--- config.mk ---
export PLATFORM = sky130hd
export DESIGN_NAME = stream_cmd_arbiter_flat
export DESIGN_NICKNAME = d
export VERILOG_FILES = /design/src/rtl/stream_cmd_arbiter_pkg.sv /design/src/rtl/stream_cmd_arbiter_if.sv /design/src/rtl/stream_cmd_arbiter_rr_pointer_sel.sv /design/src/rtl/stream_cmd_arbiter.sv /design/src/flat_wrapper.sv
export SDC_FILE = /design/constraint.sdc
export NUM_CORES = 1
export LEC_CHECK = 0
export CAP_MARGIN = 40
export CORE_ASPECT_RATIO = 0.5
export CORE_UTILIZATION = 38
export CTS_CLUSTER_DIAMETER = 80
export DETAILED_ROUTE_END_ITERATION = 7
export MAX_ROUTING_LAYER = met4
export PLACE_DENSITY = 0.82
export SLEW_MARGIN = 30
export SYNTH_ARGS = -nofsm -noshare
export SYNTH_HDL_FRONTEND = slang
export SYNTH_HIERARCHICAL = 1
export SYNTH_SLANG_ARGS = --single-unit
--- constraint.sdc ---
create_clock -name clk -period 2 [get_ports clk]
set_input_delay 0.4 -clock clk [delete_from_list [all_inputs] [get_ports clk]]
set_output_delay 0.4 -clock clk [all_outputs]
set_load 0.02 [all_outputs]
--- src/rtl/stream_cmd_arbiter_pkg.sv ---
// stream_cmd_arbiter_pkg: shared FSM encoding and width helpers for the command arbiter
package stream_cmd_arbiter_pkg;
  typedef enum logic {IDLE, BUSY} arb_state_e;
  function automatic int tid_w(input int max_accs);
    return max_accs > 1 ? $clog2(max_accs) : 1;
  endfunction
  function automatic int src_w(input int num_in);
    return num_in > 1 ? $clog2(num_in) : 1;
  endfunction
endpackage

--- src/rtl/stream_cmd_arbiter_if.sv ---
// stream_cmd_arbiter_if: requester streams in, merged stream out; master is the arbiter side
interface stream_cmd_arbiter_if #(
  parameter int NUM_IN   = 3,
  parameter int MAX_ACCS = 16,
  parameter int DATA_W   = 64
);
  import stream_cmd_arbiter_pkg::*;
  localparam int TID_W = tid_w(MAX_ACCS);
  localparam int SRC_W = src_w(NUM_IN);
  logic [NUM_IN-1:0]        in_tvalid;
  logic [NUM_IN-1:0]        in_tready;
  logic [NUM_IN*TID_W-1:0]  in_tid;
  logic [NUM_IN*DATA_W-1:0] in_tdata;
  logic [NUM_IN-1:0]        in_tlast;
  logic                     out_tvalid;
  logic                     out_tready;
  logic [TID_W-1:0]         out_tid;
  logic [DATA_W-1:0]        out_tdata;
  logic                     out_tlast;
  logic [SRC_W-1:0]         out_tsrc;
  modport master (
    input  in_tvalid, in_tid, in_tdata, in_tlast, out_tready,
    output in_tready, out_tvalid, out_tid, out_tdata, out_tlast, out_tsrc
  );
  modport slave (
    output in_tvalid, in_tid, in_tdata, in_tlast, out_tready,
    input  in_tready, out_tvalid, out_tid, out_tdata, out_tlast, out_tsrc
  );
endinterface

--- src/rtl/stream_cmd_arbiter_rr_pointer_sel.sv ---
// stream_cmd_arbiter_rr_pointer_sel: first valid port at or after ptr, searched cyclically
module stream_cmd_arbiter_rr_pointer_sel #(
  parameter int NUM_IN = 3,
  parameter int SRC_W  = 2
) (
  input  logic [NUM_IN-1:0] valid,
  input  logic [SRC_W-1:0]  ptr,
  output logic [SRC_W-1:0]  sel,
  output logic              any
);
  assign any = |valid;
  always_comb begin
    sel = ptr;
    // scanning farthest-first lets the nearest valid port win by overwriting
    for (int i = NUM_IN - 1; i >= 0; i--)
      if (valid[(int'(ptr) + i) % NUM_IN]) sel = SRC_W'((int'(ptr) + i) % NUM_IN);
  end
endmodule

--- src/rtl/stream_cmd_arbiter.sv ---
// stream_cmd_arbiter: packet-locked round-robin merge of NUM_IN AXI-Stream requesters
module stream_cmd_arbiter
  import stream_cmd_arbiter_pkg::*;
#(
  parameter int NUM_IN   = 3,
  parameter int MAX_ACCS = 16,
  parameter int DATA_W   = 64
) (
  input  logic                clk,
  input  logic                rst,
  stream_cmd_arbiter_if.master s,
  output logic                busy
);
  localparam int TID_W = tid_w(MAX_ACCS);
  localparam int SRC_W = src_w(NUM_IN);
  arb_state_e        state_q, state_d;
  logic [SRC_W-1:0]  grant_q, grant_d, ptr_q, ptr_d, sel;
  logic              any_valid, accept;
  logic [NUM_IN-1:0] in_tready;
  logic              out_tvalid_q, out_tvalid_d, out_tlast_q, out_tlast_d;
  logic [TID_W-1:0]  out_tid_q, out_tid_d;
  logic [DATA_W-1:0] out_tdata_q, out_tdata_d;
  logic [SRC_W-1:0]  out_tsrc_q, out_tsrc_d;

  stream_cmd_arbiter_rr_pointer_sel #(.NUM_IN(NUM_IN), .SRC_W(SRC_W)) u_sel (
    .valid(s.in_tvalid),
    .ptr  (ptr_q),
    .sel  (sel),
    .any  (any_valid)
  );

  always_comb begin
    state_d   = state_q;
    grant_d   = grant_q;
    ptr_d     = ptr_q;
    in_tready = '0;
    if (state_q == BUSY && !rst) in_tready[grant_q] = !out_tvalid_q || s.out_tready;
    accept       = s.in_tvalid[grant_q] && in_tready[grant_q];
    out_tvalid_d = accept || (out_tvalid_q && !s.out_tready);
    out_tid_d    = accept ? s.in_tid[int'(grant_q)*TID_W +: TID_W] : out_tid_q;
    out_tdata_d  = accept ? s.in_tdata[int'(grant_q)*DATA_W +: DATA_W] : out_tdata_q;
    out_tlast_d  = accept ? s.in_tlast[grant_q] : out_tlast_q;
    out_tsrc_d   = accept ? grant_q : out_tsrc_q;
    if (state_q == IDLE && any_valid) begin
      grant_d = sel;
      state_d = BUSY;
    end
    if (accept && s.in_tlast[grant_q]) begin
      state_d = IDLE;
      ptr_d   = (grant_q == SRC_W'(NUM_IN - 1)) ? '0 : grant_q + 1'b1;
    end
  end

  always_ff @(posedge clk) begin
    if (rst) begin
      state_q      <= IDLE;
      grant_q      <= '0;
      ptr_q        <= '0;
      out_tvalid_q <= 1'b0;
      out_tid_q    <= '0;
      out_tdata_q  <= '0;
      out_tlast_q  <= 1'b0;
      out_tsrc_q   <= '0;
    end else begin
      state_q      <= state_d;
      grant_q      <= grant_d;
      ptr_q        <= ptr_d;
      out_tvalid_q <= out_tvalid_d;
      out_tid_q    <= out_tid_d;
      out_tdata_q  <= out_tdata_d;
      out_tlast_q  <= out_tlast_d;
      out_tsrc_q   <= out_tsrc_d;
    end
  end

  assign s.in_tready  = in_tready;
  assign s.out_tvalid = out_tvalid_q;
  assign s.out_tid    = out_tid_q;
  assign s.out_tdata  = out_tdata_q;
  assign s.out_tlast  = out_tlast_q;
  assign s.out_tsrc   = out_tsrc_q;
  assign busy         = state_q == BUSY;
endmodule

--- src/flat_wrapper.sv ---
// flat-port wrapper written by rule: the top's interface ports become plain ports
module stream_cmd_arbiter_flat import stream_cmd_arbiter_pkg::*;
#(
  parameter int NUM_IN   = 3,
  parameter int MAX_ACCS = 16,
  parameter int DATA_W   = 64
)
  (clk, rst, busy, s_in_tvalid, s_in_tid, s_in_tdata, s_in_tlast, s_out_tready, s_in_tready, s_out_tvalid, s_out_tid, s_out_tdata, s_out_tlast, s_out_tsrc);
  stream_cmd_arbiter_if #(.NUM_IN(NUM_IN), .MAX_ACCS(MAX_ACCS), .DATA_W(DATA_W)) s_i ();
  input  logic clk;
  input  logic rst;
  output logic busy;
  input wire logic [$bits(s_i.in_tvalid)-1:0] s_in_tvalid;
  input wire logic [$bits(s_i.in_tid)-1:0] s_in_tid;
  input wire logic [$bits(s_i.in_tdata)-1:0] s_in_tdata;
  input wire logic [$bits(s_i.in_tlast)-1:0] s_in_tlast;
  input wire logic [$bits(s_i.out_tready)-1:0] s_out_tready;
  output wire logic [$bits(s_i.in_tready)-1:0] s_in_tready;
  output wire logic [$bits(s_i.out_tvalid)-1:0] s_out_tvalid;
  output wire logic [$bits(s_i.out_tid)-1:0] s_out_tid;
  output wire logic [$bits(s_i.out_tdata)-1:0] s_out_tdata;
  output wire logic [$bits(s_i.out_tlast)-1:0] s_out_tlast;
  output wire logic [$bits(s_i.out_tsrc)-1:0] s_out_tsrc;
  assign s_i.in_tvalid = s_in_tvalid;
  assign s_i.in_tid = s_in_tid;
  assign s_i.in_tdata = s_in_tdata;
  assign s_i.in_tlast = s_in_tlast;
  assign s_i.out_tready = s_out_tready;
  assign s_in_tready = s_i.in_tready;
  assign s_out_tvalid = s_i.out_tvalid;
  assign s_out_tid = s_i.out_tid;
  assign s_out_tdata = s_i.out_tdata;
  assign s_out_tlast = s_i.out_tlast;
  assign s_out_tsrc = s_i.out_tsrc;
  stream_cmd_arbiter #(.NUM_IN(NUM_IN), .MAX_ACCS(MAX_ACCS), .DATA_W(DATA_W)) u_core (.clk(clk), .rst(rst), .s(s_i), .busy(busy));
endmodule
==> tab_implementation.tex, run 1 <==
\begin{tabular}{lr}
\hline
Metric & Value \\
\hline
\multicolumn{2}{l}{\textbf{Clock network}} \\
Clock slew seen by the registers of the worst setup and hold paths & 0.06 ns \\
Clock insertion delay at the later pin of the skew report & 0.33 ns \\
Max H-tree Level & 3 \\
Clock root buffer & sky130\_fd\_sc\_hd\_\_clkbuf\_16 \\
TritonCTS clock tree & built \\
Buffers from clock root to sink, at most & 2 \\
TritonCTS buffer count & 9 \\
Number of sinks handled by clock tree synthesis & 77 \\
Hold\_buf cts & 0 \\
\multicolumn{2}{l}{\textbf{Setup path}} \\
Cells on worst reg2reg path & 8 \\
Endpoint kind of the worst setup timing path & flip-flop \\
Reg-to-reg critical path startpoint & u\_core/ptr\_q[0]\$\_SDFFE\_PP0P\_ \\
Worst Setup Start Kind & flip-flop \\
CP Capture Point & u\_core/grant\_q[0]\$\_SDFFE\_PP0P\_ \\
End of the worst register-to-register path & u\_core/grant\_q[0]\$\_SDFFE\_PP0P\_ \\
Maximum net fanout on the critical path & 9 \\
Worst endpoint required time & approximately 2.3 ns \\
Arrival @ worst endpoint & 2.09 ns \\
Critical path class & reg -> reg \\
Launching element of the worst setup path & u\_core/ptr\_q[0]\$\_SDFFE\_PP0P\_ \\
Worst R2R Setup Slack & between 0.15 and 0.2 ns \\
\multicolumn{2}{l}{\textbf{Synth}} \\
Number of enable flip-flop cells after synthesis & 0 \\
Yosys warns & 6 \\
Synth cell types & 40 \\
Number of register bits inferred by synthesis & 77 \\
Sequential cell area fraction in the yosys report & between 30\% and 40\% \\
Synthesized instance count & 548 \\
Mean post-synth cell area & around 9 sq um \\
Biggest area contributors in the synthesized netlist & sky130\_fd\_sc\_hd\_\_dfxtp\_1, sky130\_fd\_sc\_hd\_\_a211oi\_2, sky130\_fd\_sc\_hd\_\_mux2i\_1 \\
Post-synthesis instance area & 4790 sq um \\
Top cell type by total area after synthesis & sky130\_fd\_sc\_hd\_\_dfxtp\_1 \\
Syn Nets & between 700 and 800 \\
Share of Yosys cell area claimed by the top area cell type & between 30\% and 40\% \\
Async set-reset flop share out of synthesis & 0\% \\
Most instantiated flip-flop cell in the synthesis netlist & sky130\_fd\_sc\_hd\_\_dfxtp\_1 \\
\multicolumn{2}{l}{\textbf{Placed design}} \\
Number of placed cells counting well taps & a little under 1000 \\
Setup slack after placement & -0.422 ns \\
Port buffer count & about 290 \\
Half-perimeter wire length after detailed placement & between 10 and 15 mm \\
GP Congestion & approximately 0.9 \\
\multicolumn{2}{l}{\textbf{Route}} \\
Antenna violation net count after detailed routing & 0 \\
Number of violations reported at the end of detailed-routing iteration 0 & roughly 330 \\
Via count normalized by instance count & around 5.3 \\
Final wirelength & between 15 and 20 mm \\
Post-route DRC violation count & 0 \\
Detailed Routing Iterations Pass 1 & 5 \\
DR vias & approximately 5200 \\
Wire length per cell after detailed routing & roughly 18 um \\
\multicolumn{2}{l}{\textbf{GRT}} \\
Number of antenna violations at the first check in global routing & 0 \\
Largest net degree at the start of global routing & 43 \\
Overflow after GRT & 0 \\
Vias in the first global route & 5185 \\
Global-route usage over all layers & 26.8\% \\
Global-route wire length before repair & between 20 and 30 mm \\
\multicolumn{2}{l}{\textbf{Floorplanning}} \\
Core area & approximately 12000 sq um \\
Die X & around 160 um \\
Number of rows in the core area & 28 \\
DIE AREA & 13100 sq um \\
Io pins & approximately 290 \\
Die extent in y & approximately 81 um \\
Initial Utilization & about two fifths \\
\multicolumn{2}{l}{\textbf{Timing}} \\
Crit path setup slack, layout & $\sim$0.17 ns \\
Final Critical Period & about 1.8 ns \\
Setup Skew & about 0.0031 ns \\
Peak clock frequency supported by timing & roughly 0.55 GHz \\
Transition time at the pin with the least slew margin & about 0.53 ns \\
Final clock period utilization by the worst path & around nine tenths \\
Unrepaired setup endpoints after global routing & false \\
Count of final max-slew check failures & 0 \\
Setup violators final & 0 \\
Number of endpoints with negative hold slack in the final report & 0 \\
Max-slew headroom & between 60\% and 70\% \\
\multicolumn{2}{l}{\textbf{Final layout}} \\
Most common cell after layout, fill and taps aside & sky130\_fd\_sc\_hd\_\_clkdlybuf4s50\_1 \\
Final instance count without filler cells & around 990 \\
Share of post-route cells with drive strength above 1 & 16.1\% \\
Area growth syn-to-layout & 71.9\% \\
Leading cell types in the layout, fill and taps excluded & sky130\_fd\_sc\_hd\_\_clkdlybuf4s50\_1, sky130\_fd\_sc\_hd\_\_a21oi\_1, sky130\_fd\_sc\_hd\_\_dfxtp\_1 \\
Total number of nets in the final design & 1035 \\
Fillers & 970 \\
Antenna diodes & 0 \\
\multicolumn{2}{l}{\textbf{Hold path}} \\
Hold crit path type & reg -> reg \\
\multicolumn{2}{l}{\textbf{Power and ir drop}} \\
Peak supply drop & about 0.50 mV \\
Cell leakage power & 0.00283 uW \\
Pwr dens & approximately 620 nW/um\^{}2 \\
\multicolumn{2}{l}{\textbf{Job}} \\
Number of max-capacitance violations reported & 0 \\
\multicolumn{2}{l}{\textbf{Run status}} \\
Run status & finished clean \\
\hline
\end{tabular}
synthesized netlist by cell type (2+ instances only):
cell type                   number
sky130_fd_sc_hd__nand2_1         7
sky130_fd_sc_hd__clkbuf_1       32
sky130_fd_sc_hd__nand3b_1        2
sky130_fd_sc_hd__dfxtp_1        77
sky130_fd_sc_hd__ha_1            3
sky130_fd_sc_hd__or3_1           2
sky130_fd_sc_hd__o2bb2ai_1       2
sky130_fd_sc_hd__inv_1           8
sky130_fd_sc_hd__a21oi_1       141
sky130_fd_sc_hd__o21ai_0         3
sky130_fd_sc_hd__buf_4          12
sky130_fd_sc_hd__a211oi_2       69
sky130_fd_sc_hd__buf_6           3
sky130_fd_sc_hd__nor2b_1         3
sky130_fd_sc_hd__nand2b_1        2
sky130_fd_sc_hd__nor3_1          3
sky130_fd_sc_hd__nor3b_1         3
sky130_fd_sc_hd__buf_1           4
sky130_fd_sc_hd__buf_2           8
sky130_fd_sc_hd__mux2i_1        72
sky130_fd_sc_hd__nor2_1         73
sequential cells by signal (all words and copies together), names as in the netlist:
| name | flops |
|---|---|
| u_core/s.out_tsrc | 2 |
| u_core/s.out_tid | 4 |
| u_core/grant_q | 2 |
| u_core/s.out_tvalid | 1 |
| u_core/ptr_q | 2 |
| u_core/s.out_tdata | 64 |
| u_core/s.out_tlast | 1 |
| u_core/busy | 1 |
report_power, final:
part / internal [uW] / total [uW] / switching, uW / leakage (uW)
clock network: 995 / 1640 / 641 / 0.000140
logic: 906 / 1750 / 847 / 0.00205
registers: 1640 / 1710 / 66.0 / 0.000630
worst max-delay path, cell delays in order, from the launching register on:
cell and delay (ns):
sky130_fd_sc_hd__dfxtp_2 0.37, sky130_fd_sc_hd__inv_1 0.07, sky130_fd_sc_hd__ha_2 0.41, sky130_fd_sc_hd__nand2_1 0.09
sky130_fd_sc_hd__a22o_1 0.18, sky130_fd_sc_hd__a222oi_1 0.33, sky130_fd_sc_hd__a21o_1 0.14, sky130_fd_sc_hd__mux2i_1 0.07
sky130_fd_sc_hd__nor2_1 0.10
routing by layer:
metal | global-route usage [%] | vias to the layer above | share of wire (%) | wire, um
met5 | - | - | 0 | 0
met4 | 8.21 | 0 | 2.2 | 390
met3 | 5.45 | 33 | 4.3 | 744
met2 | 48.1 | 138 | 51 | 8980
met1 | 30.7 | 2518 | 42 | 7320
li1 | - | 2555 | - | -
repair_timing:
action / 4_1_cts / 5_1_grt
gates resized for setup: 18 / 6
buffers inserted: 0 / 0
endpoints found under the setup margin: 3 / 5
layout make-up:
class	count	area [sq um]	area share [%]
multi-input combinational	404	2960	35.9
clock buffer	10	239	2.90
timing repair buffer	319	3190	38.8
tap	165	206	2.51
sequential	77	1550	18.8
inverter	8	30.0	0.364
clock inverter	6	62.6	0.759
logic make-up (layout without fill, tap and decap cells):
family / after synthesis / after routing / share of synthesized area (%)
AOI/OAI and AO/OA: 229 / 229 / 36.0
buffers and inverters: 67 / 343 / 6.87
and+or+nand+nor: 99 / 99 / 8.85
muxes: 73 / 73 / 15.3
adders and majority gates: 3 / 3 / 0.783
DFF: 77 / 77 / 32.2
per-stage QoR:
step	TNS [ns]	power [uW]	hold slack, ns	instance area, sq um	util, %
2_1_floorplan	0	2620	0.508	4790	-
3_3_place_gp	-3.42	3440	0.462	7920	65.7
3_5_place_dp	-4.64	3480	0.474	7920	65.7
4_1_cts	0	5120	0.483	8220	68.2
5_1_grt	0	5340	0.504	8240	68.4
6_report	0	5100	0.488	8240	68.4
worst min path at each step:
stage	start	end	slack (ns)	depth (start not counted)
detailed placement	u_core/s.out_tsrc[1]$_SDFFE_PP0P_	u_core/s.out_tsrc[1]$_SDFFE_PP0P_	0.47	2
finish	u_core/s.out_tsrc[1]$_SDFFE_PP0P_	u_core/s.out_tsrc[1]$_SDFFE_PP0P_	0.49	2
global placement	u_core/s.out_tsrc[1]$_SDFFE_PP0P_	u_core/s.out_tsrc[1]$_SDFFE_PP0P_	0.46	2
CTS	u_core/s.out_tsrc[1]$_SDFFE_PP0P_	u_core/s.out_tsrc[1]$_SDFFE_PP0P_	0.48	2
floorplan	u_core/ptr_q[0]$_SDFFE_PP0P_	u_core/ptr_q[0]$_SDFFE_PP0P_	0.51	1
global route	u_core/s.out_tsrc[1]$_SDFFE_PP0P_	u_core/s.out_tsrc[1]$_SDFFE_PP0P_	0.50	2
No activity file was read; power rests on OpenSTA's default activity.
==> run 2, diff against run 1 <==
Settings changed: CTS_BUF_LIST set to sky130_fd_sc_hd__clkbuf_16.
==> run 2 against run 1 <==
Effect of this change:
- combinational power barely moved
- sequential power barely moved
- wire length fell by 0.58%
- sequential share of layout area barely moved
- clock-buffer cell count fell by 1
- clock power fell by 3%
- largest cell class unchanged
- via count fell by 0.59%
- die area did not move
==> tab_implementation.tex, run 2 (synthesis results as in run 1) <==
\begin{tabular}{lr}
\hline
Metric & Value \\
\hline
\multicolumn{2}{l}{\textbf{Power and ir drop}} \\
Peak supply drop & roughly 0.5 mV \\
Pwr dens & between 600 and 700 nW/um\^{}2 \\
Sequential cell fraction of total power & between 30\% and 40\% \\
Cell internal pwr & 3500 uW \\
Share of power burned in the clock network & approximately a third \\
Sw Pwr & between 1500 and 2000 uW \\
Power after layout & between 5000 and 6000 uW \\
Cell leakage power & 0.00282 uW \\
Comb pwr share & 34.6\% \\
Sw frac & roughly 31\% \\
\multicolumn{2}{l}{\textbf{Final layout}} \\
Total number of nets in the final design & about 1000 \\
Storage element area & about 1500 sq um \\
Fillers & 973 \\
Multi-input gate area in the final layout & just under 3000 sq um \\
Antenna diodes & 0 \\
Share of post-route cells with drive strength above 1 & 16.0\% \\
Leading cell types in the layout, fill and taps excluded & sky130\_fd\_sc\_hd\_\_clkdlybuf4s50\_1, sky130\_fd\_sc\_hd\_\_a21oi\_1, sky130\_fd\_sc\_hd\_\_dfxtp\_1 \\
Flip-flop count of the largest register after layout & 64 \\
Most common cell after layout, fill and taps aside & sky130\_fd\_sc\_hd\_\_clkdlybuf4s50\_1 \\
Area growth syn-to-layout & 71.7\% \\
\multicolumn{2}{l}{\textbf{Placed design}} \\
GP Congestion & between 0.9 and 1 \\
Setup slack after placement & -0.422 ns \\
Port buffer count & 288 \\
Half-perimeter wire length after detailed placement & around 14 mm \\
\multicolumn{2}{l}{\textbf{Timing}} \\
Setup violators final & 0 \\
Final Hold Slack & between 0.4 and 0.5 ns \\
Final Critical Period & between 1.5 and 2 ns \\
Unrepaired setup endpoints after global routing & false \\
Count of final max-slew check failures & 0 \\
Max-slew headroom & 65.3\% \\
Aggregate negative setup slack & 0 ns \\
Final clock period utilization by the worst path & between 90\% and 100\% \\
Crit path setup slack, layout & roughly 0.18 ns \\
Setup Skew & about 0.0042 ns \\
Number of endpoints with negative hold slack in the final report & 0 \\
Peak clock frequency supported by timing & 0.549 GHz \\
Transition time at the pin with the least slew margin & between 0.5 and 0.6 ns \\
\multicolumn{2}{l}{\textbf{Route}} \\
Detailed Routing Iterations Pass 1 & 5 \\
DR vias & approximately 5200 \\
Via count normalized by instance count & around 5.3 \\
Post-route DRC violation count & 0 \\
Final wirelength & roughly 17 mm \\
Number of violations reported at the end of detailed-routing iteration 0 & about 340 \\
Antenna violation net count after detailed routing & 0 \\
Wire length per cell after detailed routing & approximately 18 um \\
\multicolumn{2}{l}{\textbf{GRT}} \\
Global-route wire length before repair & between 20 and 30 mm \\
Number of antenna violations at the first check in global routing & 0 \\
Met1 demand-to-capacity share in global routing & around 31\% \\
Grt met3 use & under 10\% \\
Largest net degree at the start of global routing & 43 \\
Vias in the first global route & slightly above 5000 \\
Global-route usage over all layers & 26.6\% \\
Fraction of met2 tracks used by global routing & $\sim$48\% \\
Overflow after GRT & 0 \\
GRT busiest layer & met2 \\
\multicolumn{2}{l}{\textbf{Floorplanning}} \\
Core area & roughly 12000 sq um \\
Die extent in y & approximately 81 um \\
DIE AREA & 13100 sq um \\
Io pins & 289 \\
Die X & 161 um \\
Initial Utilization & 39.8\% \\
Number of rows in the core area & 28 \\
\multicolumn{2}{l}{\textbf{Setup path}} \\
Critical path class & reg -> reg \\
Worst Setup Start Kind & flip-flop \\
Endpoint kind of the worst setup timing path & flip-flop \\
Arrival @ worst endpoint & $\sim$2.1 ns \\
Worst endpoint required time & $\sim$2.3 ns \\
Maximum net fanout on the critical path & 9 \\
\multicolumn{2}{l}{\textbf{Clock network}} \\
TritonCTS clock tree & built \\
Number of sinks handled by clock tree synthesis & 77 \\
Buffers from clock root to sink, at most & 2 \\
Clock root buffer & sky130\_fd\_sc\_hd\_\_clkbuf\_16 \\
Clock insertion delay at the later pin of the skew report & around 0.33 ns \\
Clock slew seen by the registers of the worst setup and hold paths & 0.06 ns \\
TritonCTS buffer count & 9 \\
Max H-tree Level & 3 \\
\multicolumn{2}{l}{\textbf{Job}} \\
Number of max-capacitance violations reported & 0 \\
\multicolumn{2}{l}{\textbf{Hold path}} \\
Hold crit path type & reg -> reg \\
\multicolumn{2}{l}{\textbf{Run status}} \\
Run status & finished clean \\
\hline
\end{tabular}
==> run 2: cell types whose count changed in the layout (fill, tap and decap cells not counted), sizes merged <==
cell | previous run | this run
clkinv | 2 | 3
clkbuf | 10 | 9
==> run 2: timing repair <==
item,4_1_cts,5_1_grt
buffers inserted,0,0
gates resized for setup,18,6
endpoints found under the setup margin,3,5
hold buffers,0,0
==> run 2: area by class of cell <==
type                            count  area share (%)
Tap cell                          165            2.51
Sequential cell                    77            18.8
Clock buffer                        9            2.74
Multi-Input combinational cell    404            36.0
Clock inverter                      7           0.806
Timing Repair Buffer              319            38.8
Inverter                            8           0.365
==> run 2: worst max-delay path, cell delays in order, from the launching register on <==
cell and delay, ns:
sky130_fd_sc_hd__dfxtp_2 0.37, sky130_fd_sc_hd__inv_1 0.07, sky130_fd_sc_hd__ha_2 0.40, sky130_fd_sc_hd__nand2_1 0.09, sky130_fd_sc_hd__a22o_1 0.18, sky130_fd_sc_hd__a222oi_1 0.32
sky130_fd_sc_hd__a21o_1 0.14, sky130_fd_sc_hd__mux2i_1 0.07, sky130_fd_sc_hd__nor2_1 0.10
==> run 2: final timing paths <==
| path | startpoint | to | slack (ns) | cells past startpoint |
|---|---|---|---|---|
| hold reg to reg | u_core/s.out_tsrc[1]$_SDFFE_PP0P_ | u_core/s.out_tsrc[1]$_SDFFE_PP0P_ | 0.49 | 2 |
| hold / removal | u_core/s.out_tsrc[1]$_SDFFE_PP0P_ | u_core/s.out_tsrc[1]$_SDFFE_PP0P_ | 0.49 | 2 |
| setup / recovery | u_core/ptr_q[0]$_SDFFE_PP0P_ | u_core/grant_q[0]$_SDFFE_PP0P_ | 0.18 | 8 |
| setup reg to reg | u_core/ptr_q[0]$_SDFFE_PP0P_ | u_core/grant_q[0]$_SDFFE_PP0P_ | 0.18 | 8 |
==> run 2: power by group through the flow <==
stage | Clock [uW] | Sequential [uW] | Combinational (uW)
detailed placement | 0 | 1740 | 1740
finish | 1590 | 1710 | 1750
CTS | 1620 | 1710 | 1750
global placement | 0 | 1730 | 1710
floorplan | 0 | 1850 | 770
global route | 1700 | 1720 | 1870
==> run 2: per-layer routing <==
metal | wire length [um] | share of wire, %
met3 | 807 | 4.7
met2 | 9040 | 52
met5 | 0 | 0
met4 | 374 | 2.2
met1 | 7110 | 41
==> run 2: metrics by stage <==
stage / cell area (sq um) / util, % / cells
3_3_place_gp: 7920 / 65.7 / 973
3_5_place_dp: 7920 / 65.7 / 973
6_report: 8230 / 68.3 / 989
2_1_floorplan: 4790 / - / 548
5_1_grt: 8230 / 68.3 / 989
4_1_cts: 8210 / 68.1 / 989
==> run 3, diff against run 2 <==
Settings changed: GPL_TIMING_DRIVEN set to 0.
==> run 3 against run 2 <==
Effect of this change:
- via count grew 2.3%
- setup slack got worse by 0.12 ns
- register-to-register slack got worse by 0.099 ns
==> tab_implementation.tex, run 3 (synthesis results as in run 1) <==
\begin{tabular}{lr}
\hline
Metric & Value \\
\hline
\multicolumn{2}{l}{\textbf{Placed design}} \\
Port buffer count & around 290 \\
Setup slack after placement & -0.679 ns \\
GP Congestion & around 0.93 \\
Half-perimeter wire length after detailed placement & 14.8 mm \\
\multicolumn{2}{l}{\textbf{Clock network}} \\
Clock slew seen by the registers of the worst setup and hold paths & 0.06 ns \\
Clock insertion delay at the later pin of the skew report & between 0.3 and 0.4 ns \\
Clock root buffer & sky130\_fd\_sc\_hd\_\_clkbuf\_16 \\
TritonCTS clock tree & built \\
Buffers from clock root to sink, at most & 2 \\
Number of sinks handled by clock tree synthesis & 77 \\
Max H-tree Level & 3 \\
TritonCTS buffer count & 9 \\
\multicolumn{2}{l}{\textbf{Power and ir drop}} \\
Cell leakage power & about 0.0029 uW \\
Peak supply drop & roughly 0.38 mV \\
Pwr dens & approximately 600 nW/um\^{}2 \\
\multicolumn{2}{l}{\textbf{Setup path}} \\
Critical path class & reg -> out \\
Worst endpoint required time & between 1.5 and 2 ns \\
Worst R2R Setup Slack & approximately 0.08 ns \\
End of the worst register-to-register path & u\_core/ptr\_q[0]\$\_SDFFE\_PP0P\_ \\
Maximum net fanout on the critical path & 10 \\
Worst Setup Start Kind & flip-flop \\
Endpoint kind of the worst setup timing path & output port \\
Arrival @ worst endpoint & about 1.5 ns \\
Cells on worst reg2reg path & 8 \\
Reg-to-reg critical path startpoint & u\_core/grant\_q[0]\$\_SDFFE\_PP0P\_ \\
\multicolumn{2}{l}{\textbf{Route}} \\
DR vias & roughly 5300 \\
Via count normalized by instance count & roughly 5.2 \\
Antenna violation net count after detailed routing & 0 \\
Final wirelength & approximately 19 mm \\
Wire length per cell after detailed routing & about 18 um \\
Post-route DRC violation count & 0 \\
Detailed Routing Iterations Pass 1 & 5 \\
Number of violations reported at the end of detailed-routing iteration 0 & 430 \\
\multicolumn{2}{l}{\textbf{GRT}} \\
Grt met3 use & 4.34\% \\
Global-route usage over all layers & between 20\% and 30\% \\
Global-route wire length before repair & $\sim$28 mm \\
Met1 demand-to-capacity share in global routing & a little over a third \\
Largest net degree at the start of global routing & 12 \\
GRT busiest layer & met2 \\
Vias in the first global route & $\sim$5200 \\
Fraction of met2 tracks used by global routing & approximately 48\% \\
Number of antenna violations at the first check in global routing & 0 \\
Overflow after GRT & 0 \\
\multicolumn{2}{l}{\textbf{Hold path}} \\
Hold path cells & 3 \\
Hold EP & u\_core/s.out\_tvalid\$\_SDFF\_PP0\_ \\
Start point of the worst hold path & s\_out\_tready \\
Hold crit path type & in -> reg \\
\multicolumn{2}{l}{\textbf{Final layout}} \\
Flip-flop count of the largest register after layout & 64 \\
Most common cell after layout, fill and taps aside & sky130\_fd\_sc\_hd\_\_clkdlybuf4s50\_1 \\
Share of post-route cells with drive strength above 1 & 14.9\% \\
Leading cell types in the layout, fill and taps excluded & sky130\_fd\_sc\_hd\_\_clkdlybuf4s50\_1, sky130\_fd\_sc\_hd\_\_a21oi\_1, sky130\_fd\_sc\_hd\_\_dfxtp\_1 \\
Antenna diodes & 0 \\
Area growth syn-to-layout & 71.3\% \\
Total number of nets in the final design & 1065 \\
\multicolumn{2}{l}{\textbf{Floorplanning}} \\
Die extent in y & a little over 80 um \\
Initial Utilization & 39.8\% \\
Die X & 161 um \\
Number of rows in the core area & 28 \\
Io pins & just under 300 \\
DIE AREA & about 13000 sq um \\
Core area & roughly 12000 sq um \\
\multicolumn{2}{l}{\textbf{Timing}} \\
Setup Skew & between 0.004 and 0.005 ns \\
Number of endpoints with negative hold slack in the final report & 0 \\
Peak clock frequency supported by timing & 0.515 GHz \\
Count of final max-slew check failures & 0 \\
Final clock period utilization by the worst path & $\sim$97\% \\
Max-slew headroom & a little over 50\% \\
Transition time at the pin with the least slew margin & roughly 0.73 ns \\
Setup violators final & 0 \\
Final Critical Period & just under 2 ns \\
Final Hold Slack & between 0.3 and 0.4 ns \\
Unrepaired setup endpoints after global routing & false \\
Crit path setup slack, layout & about 0.06 ns \\
\multicolumn{2}{l}{\textbf{Job}} \\
Number of max-capacitance violations reported & 0 \\
\multicolumn{2}{l}{\textbf{Run status}} \\
Run status & finished clean \\
\hline
\end{tabular}
-- run 3: stage by stage --
stage / cells / setup TNS (ns) / util, % / cell area, sq um / power, uW
2_1_floorplan: 548 / 0 / - / 4790 / 2620
3_3_place_gp: 1000 / -24.36 / 65.3 / 7870 / 3430
3_5_place_dp: 1000 / -29.40 / 65.3 / 7870 / 3470
4_1_cts: 1017 / 0 / 67.6 / 8150 / 4880
5_1_grt: 1018 / 0 / 68.1 / 8210 / 5110
6_report: 1018 / 0 / 68.1 / 8210 / 4890
-- run 3: worst max-delay path, cell delays in order (launching register included) --
cell and delay [ns]:
sky130_fd_sc_hd__dfxtp_1 0.30, sky130_fd_sc_hd__buf_4 0.16, sky130_fd_sc_hd__buf_4 0.20, sky130_fd_sc_hd__buf_6 0.17, sky130_fd_sc_hd__nor3_2 0.20, sky130_fd_sc_hd__buf_4 0.18
-- run 3: report_power, final --
group / total (uW) / switching (uW) / internal, uW
sequential: 1700 / 61.6 / 1640
clock: 1410 / 601 / 811
combinational: 1770 / 880 / 895
total: 4890 / 1540 / 3350
-- run 3: repair_timing --
item / in CTS / in global routing
setup endpoints to repair: 72 / 74
pin swaps: 2 / 2
gates resized for setup: 30 / 24
buffers inserted: 2 / 2
hold buffers: 0 / 0
-- run 3: per-layer routing --
layer,routed length [um],vias up
met5,0,-
met4,311,0
met3,717,22
met2,9430,132
met1,8240,2573
li1,-,2604
-- run 3: layout make-up --
class | instances | area, sq um
fill | 1011 | 3840
multi-input combinational | 404 | 2950
timing repair buffer | 291 | 2900
sequential | 77 | 1550
buffer | 58 | 335
clock buffer | 9 | 225
tap | 165 | 206
inverter | 8 | 30.0
clock inverter | 6 | 25.0
-- run 3: worst max-delay path by stage --
stage | from | end | slack, ns | cells past startpoint
CTS | u_core/grant_q[1]$_SDFFE_PP0P_ | s_in_tready[2] | 0.0005 | 5
global placement | u_core/grant_q[1]$_SDFFE_PP0P_ | s_in_tready[2] | -0.68 | 5
floorplan | u_core/grant_q[1]$_SDFFE_PP0P_ | s_in_tready[2] | 0.05 | 4
global route | u_core/grant_q[0]$_SDFFE_PP0P_ | u_core/s.out_tdata[59]$_SDFFE_PP0P_ | 0.004 | 8
detailed placement | u_core/grant_q[1]$_SDFFE_PP0P_ | s_in_tready[2] | -0.68 | 5
finish | u_core/grant_q[0]$_SDFFE_PP0P_ | s_in_tready[0] | 0.06 | 5
